<file path="config.mk">
export PLATFORM = sky130hd
export DESIGN_NAME = otter_dmem_arbiter
export DESIGN_NICKNAME = d
export VERILOG_FILES = /design/src/rtl/otter_arb_pkg.sv /design/src/rtl/otter_rr_pick2.sv /design/src/rtl/otter_dmem_arbiter.sv
export SDC_FILE = /design/constraint.sdc
export NUM_CORES = 1
export LEC_CHECK = 0
export ABC_AREA = 1
export BUFFER_PORTS_ARGS = -buffer_cell sky130_fd_sc_hd__buf_4
export CAP_MARGIN = 10
export CORE_AREA = 3 3 120 122
export DETAILED_ROUTE_END_ITERATION = 10
export DIE_AREA = 0 0 123 125
export PLACE_DENSITY_LB_ADDON = 0.1
export REMOVE_ABC_BUFFERS = 1
export SYNTH_ARGS = -nofsm -noshare
export SYNTH_HDL_FRONTEND = slang
export SYNTH_SLANG_ARGS = --single-unit
</file>
<file path="constraint.sdc">
create_clock -name clk -period 3.7 [get_ports clk]
set_input_delay 0.74 -clock clk [delete_from_list [all_inputs] [get_ports clk]]
set_output_delay 0.74 -clock clk [all_outputs]
set_load 0.02 [all_outputs]
</file>
<file path="src/rtl/otter_arb_pkg.sv">
// Shared types and constants for the OTTER data-memory arbiter.
// Provides the arbiter state encoding, master indices and lock-counter helpers.
package otter_arb_pkg;

  typedef enum logic {
    ARB_FREE   = 1'b0,
    ARB_LOCKED = 1'b1
  } arb_state_e;

  localparam logic M_HART = 1'b0;
  localparam logic M_AUX  = 1'b1;

  localparam int LOCK_CNT_W = 8;

  // Saturating increment so a long wait never wraps back below the timeout.
  function automatic logic [LOCK_CNT_W-1:0] sat_inc(input logic [LOCK_CNT_W-1:0] v);
    logic [LOCK_CNT_W-1:0] r;
    if (v == {LOCK_CNT_W{1'b1}}) begin
      r = v;
    end else begin
      r = v + {{(LOCK_CNT_W-1){1'b0}}, 1'b1};
    end
    return r;
  endfunction

endpackage

</file>
<file path="src/rtl/otter_rr_pick2.sv">
// Two-way round-robin picker: one-hot grant from two valids and the last winner.
// On contention the master that did not win last time is chosen.
module otter_rr_pick2
  import otter_arb_pkg::*;
(
  input  logic [1:0] valid_i,
  input  logic       last_grant_i,
  output logic [1:0] grant_o
);

  // Select one requester, alternating on a tie.
  always_comb begin
    grant_o = 2'b00;
    case (valid_i)
      2'b01:   grant_o = 2'b01;
      2'b10:   grant_o = 2'b10;
      2'b11:   grant_o = (last_grant_i == M_AUX) ? 2'b01 : 2'b10;
      default: grant_o = 2'b00;
    endcase
  end

endmodule

</file>
<file path="src/rtl/otter_dmem_arbiter.sv">
// Shares the OTTER data-memory port between the hart (M0) and an auxiliary master (M1)
// with round-robin arbitration, bounded locked sequences and 1-cycle read-data routing.
module otter_dmem_arbiter
  import otter_arb_pkg::*;
#(
  parameter int unsigned MEM_SIZE = 32'd65536,
  parameter int unsigned MAX_LOCK = 32'd16
) (
  input  logic        clk,
  input  logic        rst,

  input  logic        m0_valid,
  output logic        m0_ready,
  input  logic        m0_we,
  input  logic [3:0]  m0_strb,
  input  logic [31:0] m0_addr,
  input  logic [31:0] m0_wdata,
  input  logic        m0_lock,
  output logic        m0_rvalid,
  output logic [31:0] m0_rdata,

  input  logic        m1_valid,
  output logic        m1_ready,
  input  logic        m1_we,
  input  logic [3:0]  m1_strb,
  input  logic [31:0] m1_addr,
  input  logic [31:0] m1_wdata,
  input  logic        m1_lock,
  output logic        m1_rvalid,
  output logic [31:0] m1_rdata,

  output logic        dmem_r_en,
  output logic        dmem_w_en,
  output logic [3:0]  dmem_w_strb,
  output logic [31:0] dmem_addr,
  output logic [31:0] dmem_w_data,
  input  logic [31:0] dmem_r_data
);

  // Addresses at or above MEM_SIZE are MMIO and pass through untouched.
  if ((MAX_LOCK < 32'd1) || (MAX_LOCK > 32'd255) || (MEM_SIZE < 32'd4)) begin : g_param_check
    $error("otter_dmem_arbiter: MAX_LOCK must be 1..255 and MEM_SIZE at least 4");
  end

  localparam logic [LOCK_CNT_W-1:0] MAX_LOCK_C = LOCK_CNT_W'(MAX_LOCK);

  arb_state_e            state_q, state_d;
  logic                  owner_q, owner_d;
  logic                  last_grant_q, last_grant_d;
  logic [LOCK_CNT_W-1:0] lock_cnt_q, lock_cnt_d;
  logic                  rd_pend_q, rd_pend_d;
  logic                  rd_owner_q, rd_owner_d;

  logic [1:0]  pick_grant_s;
  logic [1:0]  grant_s;
  logic        acc_s;
  logic        acc_idx_s;
  logic        sel_we_s;
  logic        sel_lock_s;
  logic [3:0]  sel_strb_s;
  logic [31:0] sel_addr_s;
  logic [31:0] sel_wdata_s;
  logic        owner_valid_s;
  logic        owner_lock_s;
  logic        waiter_valid_s;
  logic [LOCK_CNT_W-1:0] cnt_inc_s;

  otter_rr_pick2 u_pick (
    .valid_i      ({m1_valid, m0_valid}),
    .last_grant_i (last_grant_q),
    .grant_o      (pick_grant_s)
  );

  // Grant: forced off in reset, owner-only while locked, round-robin when free.
  always_comb begin
    grant_s = 2'b00;
    if (!rst) begin
      grant_s = 2'b00;
    end else if (state_q == ARB_LOCKED) begin
      grant_s = (owner_q == M_AUX) ? {m1_valid, 1'b0} : {1'b0, m0_valid};
    end else begin
      grant_s = pick_grant_s;
    end
  end

  assign acc_s     = grant_s[0] | grant_s[1];
  assign acc_idx_s = grant_s[1];
  assign m0_ready  = grant_s[0];
  assign m1_ready  = grant_s[1];

  // Payload of the granted master; zero when nobody holds the grant.
  always_comb begin
    sel_we_s    = 1'b0;
    sel_lock_s  = 1'b0;
    sel_strb_s  = 4'h0;
    sel_addr_s  = 32'h0;
    sel_wdata_s = 32'h0;
    case (grant_s)
      2'b01: begin
        sel_we_s    = m0_we;
        sel_lock_s  = m0_lock;
        sel_strb_s  = m0_strb;
        sel_addr_s  = m0_addr;
        sel_wdata_s = m0_wdata;
      end
      2'b10: begin
        sel_we_s    = m1_we;
        sel_lock_s  = m1_lock;
        sel_strb_s  = m1_strb;
        sel_addr_s  = m1_addr;
        sel_wdata_s = m1_wdata;
      end
      default: begin
        sel_we_s    = 1'b0;
        sel_lock_s  = 1'b0;
        sel_strb_s  = 4'h0;
        sel_addr_s  = 32'h0;
        sel_wdata_s = 32'h0;
      end
    endcase
  end

  // Memory port drive; strobes only meaningful on writes.
  always_comb begin
    dmem_r_en   = acc_s & ~sel_we_s;
    dmem_w_en   = acc_s & sel_we_s;
    dmem_addr   = sel_addr_s;
    dmem_w_data = sel_wdata_s;
    if (acc_s && sel_we_s) begin
      dmem_w_strb = sel_strb_s;
    end else begin
      dmem_w_strb = 4'h0;
    end
  end

  assign owner_valid_s  = (owner_q == M_AUX) ? m1_valid : m0_valid;
  assign owner_lock_s   = (owner_q == M_AUX) ? m1_lock  : m0_lock;
  assign waiter_valid_s = (owner_q == M_AUX) ? m0_valid : m1_valid;
  assign cnt_inc_s      = sat_inc(lock_cnt_q);

  // Next-state: lock entry/exit, lock timeout, and read-return bookkeeping.
  always_comb begin
    state_d      = state_q;
    owner_d      = owner_q;
    last_grant_d = last_grant_q;
    lock_cnt_d   = lock_cnt_q;
    rd_pend_d    = 1'b0;
    rd_owner_d   = rd_owner_q;

    case (state_q)
      ARB_FREE: begin
        lock_cnt_d = {LOCK_CNT_W{1'b0}};
        if (acc_s) begin
          last_grant_d = acc_idx_s;
          if (sel_lock_s) begin
            state_d = ARB_LOCKED;
            owner_d = acc_idx_s;
          end else begin
            state_d = ARB_FREE;
          end
        end else begin
          state_d = ARB_FREE;
        end
      end
      ARB_LOCKED: begin
        if (waiter_valid_s) begin
          lock_cnt_d = cnt_inc_s;
        end else begin
          lock_cnt_d = lock_cnt_q;
        end
        // On timeout the owner counts as last winner so the waiter takes the next slot.
        if (waiter_valid_s && (cnt_inc_s >= MAX_LOCK_C)) begin
          state_d      = ARB_FREE;
          last_grant_d = owner_q;
          lock_cnt_d   = {LOCK_CNT_W{1'b0}};
        end else if (acc_s) begin
          last_grant_d = owner_q;
          if (!sel_lock_s) begin
            state_d    = ARB_FREE;
            lock_cnt_d = {LOCK_CNT_W{1'b0}};
          end else begin
            state_d = ARB_LOCKED;
          end
        end else if (!owner_valid_s && !owner_lock_s) begin
          state_d    = ARB_FREE;
          lock_cnt_d = {LOCK_CNT_W{1'b0}};
        end else begin
          state_d = ARB_LOCKED;
        end
      end
      default: begin
        state_d    = ARB_FREE;
        lock_cnt_d = {LOCK_CNT_W{1'b0}};
      end
    endcase

    if (acc_s && !sel_we_s) begin
      rd_pend_d  = 1'b1;
      rd_owner_d = acc_idx_s;
    end else begin
      rd_pend_d  = 1'b0;
    end
  end

  // State registers; reset makes M0 the winner of the first tie.
  always_ff @(posedge clk or negedge rst) begin
    if (!rst) begin
      state_q      <= ARB_FREE;
      owner_q      <= M_HART;
      last_grant_q <= M_AUX;
      lock_cnt_q   <= {LOCK_CNT_W{1'b0}};
      rd_pend_q    <= 1'b0;
      rd_owner_q   <= M_HART;
    end else begin
      state_q      <= state_d;
      owner_q      <= owner_d;
      last_grant_q <= last_grant_d;
      lock_cnt_q   <= lock_cnt_d;
      rd_pend_q    <= rd_pend_d;
      rd_owner_q   <= rd_owner_d;
    end
  end

  // Route the returning read word only to the master that issued the read.
  always_comb begin
    m0_rvalid = 1'b0;
    m0_rdata  = 32'h0;
    m1_rvalid = 1'b0;
    m1_rdata  = 32'h0;
    if (rd_pend_q && (rd_owner_q == M_HART)) begin
      m0_rvalid = 1'b1;
      m0_rdata  = dmem_r_data;
    end else if (rd_pend_q && (rd_owner_q == M_AUX)) begin
      m1_rvalid = 1'b1;
      m1_rdata  = dmem_r_data;
    end else begin
      m0_rvalid = 1'b0;
      m1_rvalid = 1'b0;
    end
  end

endmodule
</file>
==> out/qor.txt <==
Final core utilization: 36.4%
CP max-delay cell: ha_2
Post-synthesis cell count: 458
TritonCTS Buffers: 3
Clock Skew: 0.00229 ns
Vias in the first global route: 3,696
Chip height: 125 µm
Crit path buf inv count: 3
# clock sinks: 13
RSZ-0062 raised after global routing: no
Slew Viols, Final: 0
Via-per-instance ratio: 4.21
TritonCTS clock tree: built
Critical path fanouts, max: 57
Cell count along the critical path: 8
CTS Root Cell: clkbuf_16
Clock slew seen by the registers of the worst setup and hold paths: 0.04 ns
First-pass GRT wire length: 20,000 µm
FILL cells: 1,460
CTS-repair resized insts: 0
Skew-Pair Late Insertion Delay: 0.24 ns
Synthesized area: 0.00224 mm²
Total global routing overflow: 0
# Max-Cap Violations: 0
First-pass iteration count of the detailed router: 4
Core Footprint: 0.0133 mm²
Final hold violations: 0
Peak supply drop: 0.129 mV
Sequential share of the synthesized area: 14.6%
I/O Buffers: 313
CTS Hold Bufs: 0
Pwr per Cell Area: 237 mW/mm²
DRC: 0
NumNets Final: 931
Initial antenna violation count: 1
Layout area overhead: 116%
Slew @ Worst Pin: 1.08 ns
WL final: 13,900 µm
Boundary pin count: 314
Count of cell types in the netlist: 27
Share of layout cells above drive strength 1: 44.4%
Multi-input gate area: 0.00159 mm²
Top cell family by delay on the critical path: buffers and inverters
Largest net degree at the start of global routing: 69
Die width: 123 µm
Syn_area_per_cell: 4.89 µm²
Final period utilization: 88.8%
CP Launch Type: primary input
Crit-path max cell delay: 0.43 ns
Final min period: 3.28 ns
Max Fclk: 304 MHz
Pwr Total: 1.15 mW
Placed wire-length estimate: 11,800 µm
GP Congestion: 0.898
Status: finished, final reports clean
Arrival time worst endpoint: 2.54 ns
Worst min path class: primary input to async pin
Antenna-violating nets left: 0
Initial DRC count: 168
Crit Path Class: primary input to output pin
Via count: 3,903
Initial core utilization: 16.8%
Kind of end point of the critical path: output pin
Crit path cell chain: buf_4, nand3_1, a31oi_1, ha_2, buf_12, nand2_1, a21oi_1, buf_4
H-tree levels: 1
Reg2reg path depth: 9
Site Rows: 42
Synth warn: 0
Critical path's most frequent cell: buf_4
Setup bufs post-CTS: 0
Max_slew headroom: 27.9%
Storage cell area: 327 µm²
Yosys reg bits: 13
Bufs on Longest Clock Path: 2
DIE AREA: 0.0154 mm²
Setup violators final: 0
Final worst setup slack: 0.416 ns
Place WS: 0.409 ns
Total GRT Usage: 16.5%
Leak: 2.60 nW
Worst endpoint required time: 2.96 ns
Routed length per instance: 15.0 µm
-- cell usage in the layout, fill, tap and decap left out --
cell type / n
a21oi_1: 70
a22o_1: 2
a31oi_1: 1
buf_12: 3
buf_4: 314
clkbuf_1: 1
clkbuf_16: 3
dfrtp_1: 12
dfstp_2: 1
diode_2: 1
ha_1: 2
ha_2: 2
inv_1: 54
inv_2: 1
mux2_2: 1
nand2_1: 170
nand2_2: 2
nand3_1: 11
nand3_2: 1
nand3_4: 1
nand4_1: 1
nor2_1: 78
nor2_2: 4
nor3_1: 1
o21ai_0: 9
o21ai_1: 1
o221ai_1: 1
xnor2_1: 1
xor2_1: 2
-- path summary, 6_finish.rpt --
path / start / endpoint / slack (ns)
worst max-delay path: rst / dmem_w_data[8] / 0.42
worst min-delay path: rst / owner_q / 0.34
worst max register to register: state_q / lock_cnt_q[4] / 1.40
worst min register to register: last_grant_q / last_grant_q / 0.49
max in group asynchronous: rst / last_grant_q / 3.11
min in group clk: last_grant_q / last_grant_q / 0.49
-- cells in the mapped netlist --
library cell / number / area, µm²
a21oi_1: 70 / 350
a22o_1: 2 / 17.5
a31oi_1: 1 / 6.26
buf_1: 3 / 11.3
buf_2: 6 / 30.0
buf_6: 1 / 11.3
clkbuf_1: 19 / 71.3
dfrtp_1: 12 / 300
dfstp_2: 1 / 26.3
ha_1: 4 / 50.1
inv_1: 54 / 203
inv_2: 1 / 3.75
mux2_2: 1 / 11.3
nand2_1: 170 / 638
nand2_2: 2 / 12.5
nand3_1: 11 / 55.1
nand3_2: 1 / 10.0
nand3_4: 1 / 17.5
nand4_1: 1 / 6.26
nor2_1: 78 / 293
nor2_2: 4 / 25.0
nor3_1: 1 / 5.00
o21ai_0: 9 / 45.0
o21ai_1: 1 / 5.00
o221ai_1: 1 / 8.76
xnor2_1: 1 / 8.76
xor2_1: 2 / 17.5
-- per-layer routing --
metal  track usage [%]  vias to the layer above  wire, µm
li1                  -                     1986         -
met1              17.4                     1689      4820
met2              32.5                      211      7470
met3              2.85                       17      1350
met4              4.69                        0       291
met5                 0                        -         0
-- through the flow --
stage	setup TNS [ns]	hold WS (ns)	instances	instance area, µm²
2_1_floorplan	-17.11	0.444	429	2120
3_3_place_gp	0	0.475	922	4760
3_5_place_dp	0	0.490	922	4760
4_1_cts	0	0.344	926	4840
5_1_grt	0	0.354	927	4840
6_report	0	0.344	927	4840
-- report_power, final --
| part | internal (mW) | switching [mW] |
|---|---|---|
| registers | 0.158 | 0.0141 |
| logic | 0.334 | 0.438 |
| clock network | 0.145 | 0.0575 |
-- worst reg2reg max path, cell delays in order (launching register included) --
cell     delay, ns
dfrtp_1       0.46
nand2_1       0.14
nand3_1       0.07
a31oi_1       0.27
ha_2          0.43
a22o_1        0.18
nand2_1       0.06
o21ai_0       0.33
nand3_4       0.17
nor2_1        0.13
-- sequential cells by signal (all words and copies together), names as in the netlist --
name and cells:
lock_cnt_q 8, last_grant_q 1, owner_q 1, rd_pend_q 1, rd_owner_q 1, state_q 1
-- cells by family (layout without fill, tap and decap cells) --
| group | after synthesis | count (layout) | synth area share [%] |
|---|---|---|---|
| XOR/XNOR | 3 | 3 | 1.17 |
| buffers and inverters | 84 | 376 | 14.7 |
| flip-flops | 13 | 13 | 14.6 |
| multiplexers | 1 | 1 | 0.503 |
| adder cells (fa/ha/maj) | 4 | 4 | 2.23 |
| other | 0 | 1 | 0 |
| AND/OR/NAND/NOR | 269 | 269 | 47.4 |
| AO/OA/AOI/OAI | 84 | 84 | 19.3 |
-- layout make-up --
type,instances,area share (%)
timing repair buffer,317,49.9
antenna,1,0.0517
clock buffer,4,1.63
multi-input combinational,361,32.8
sequential,13,6.75
tap,176,4.55
inverter,55,4.27
Power figures use the tool's default switching activity.
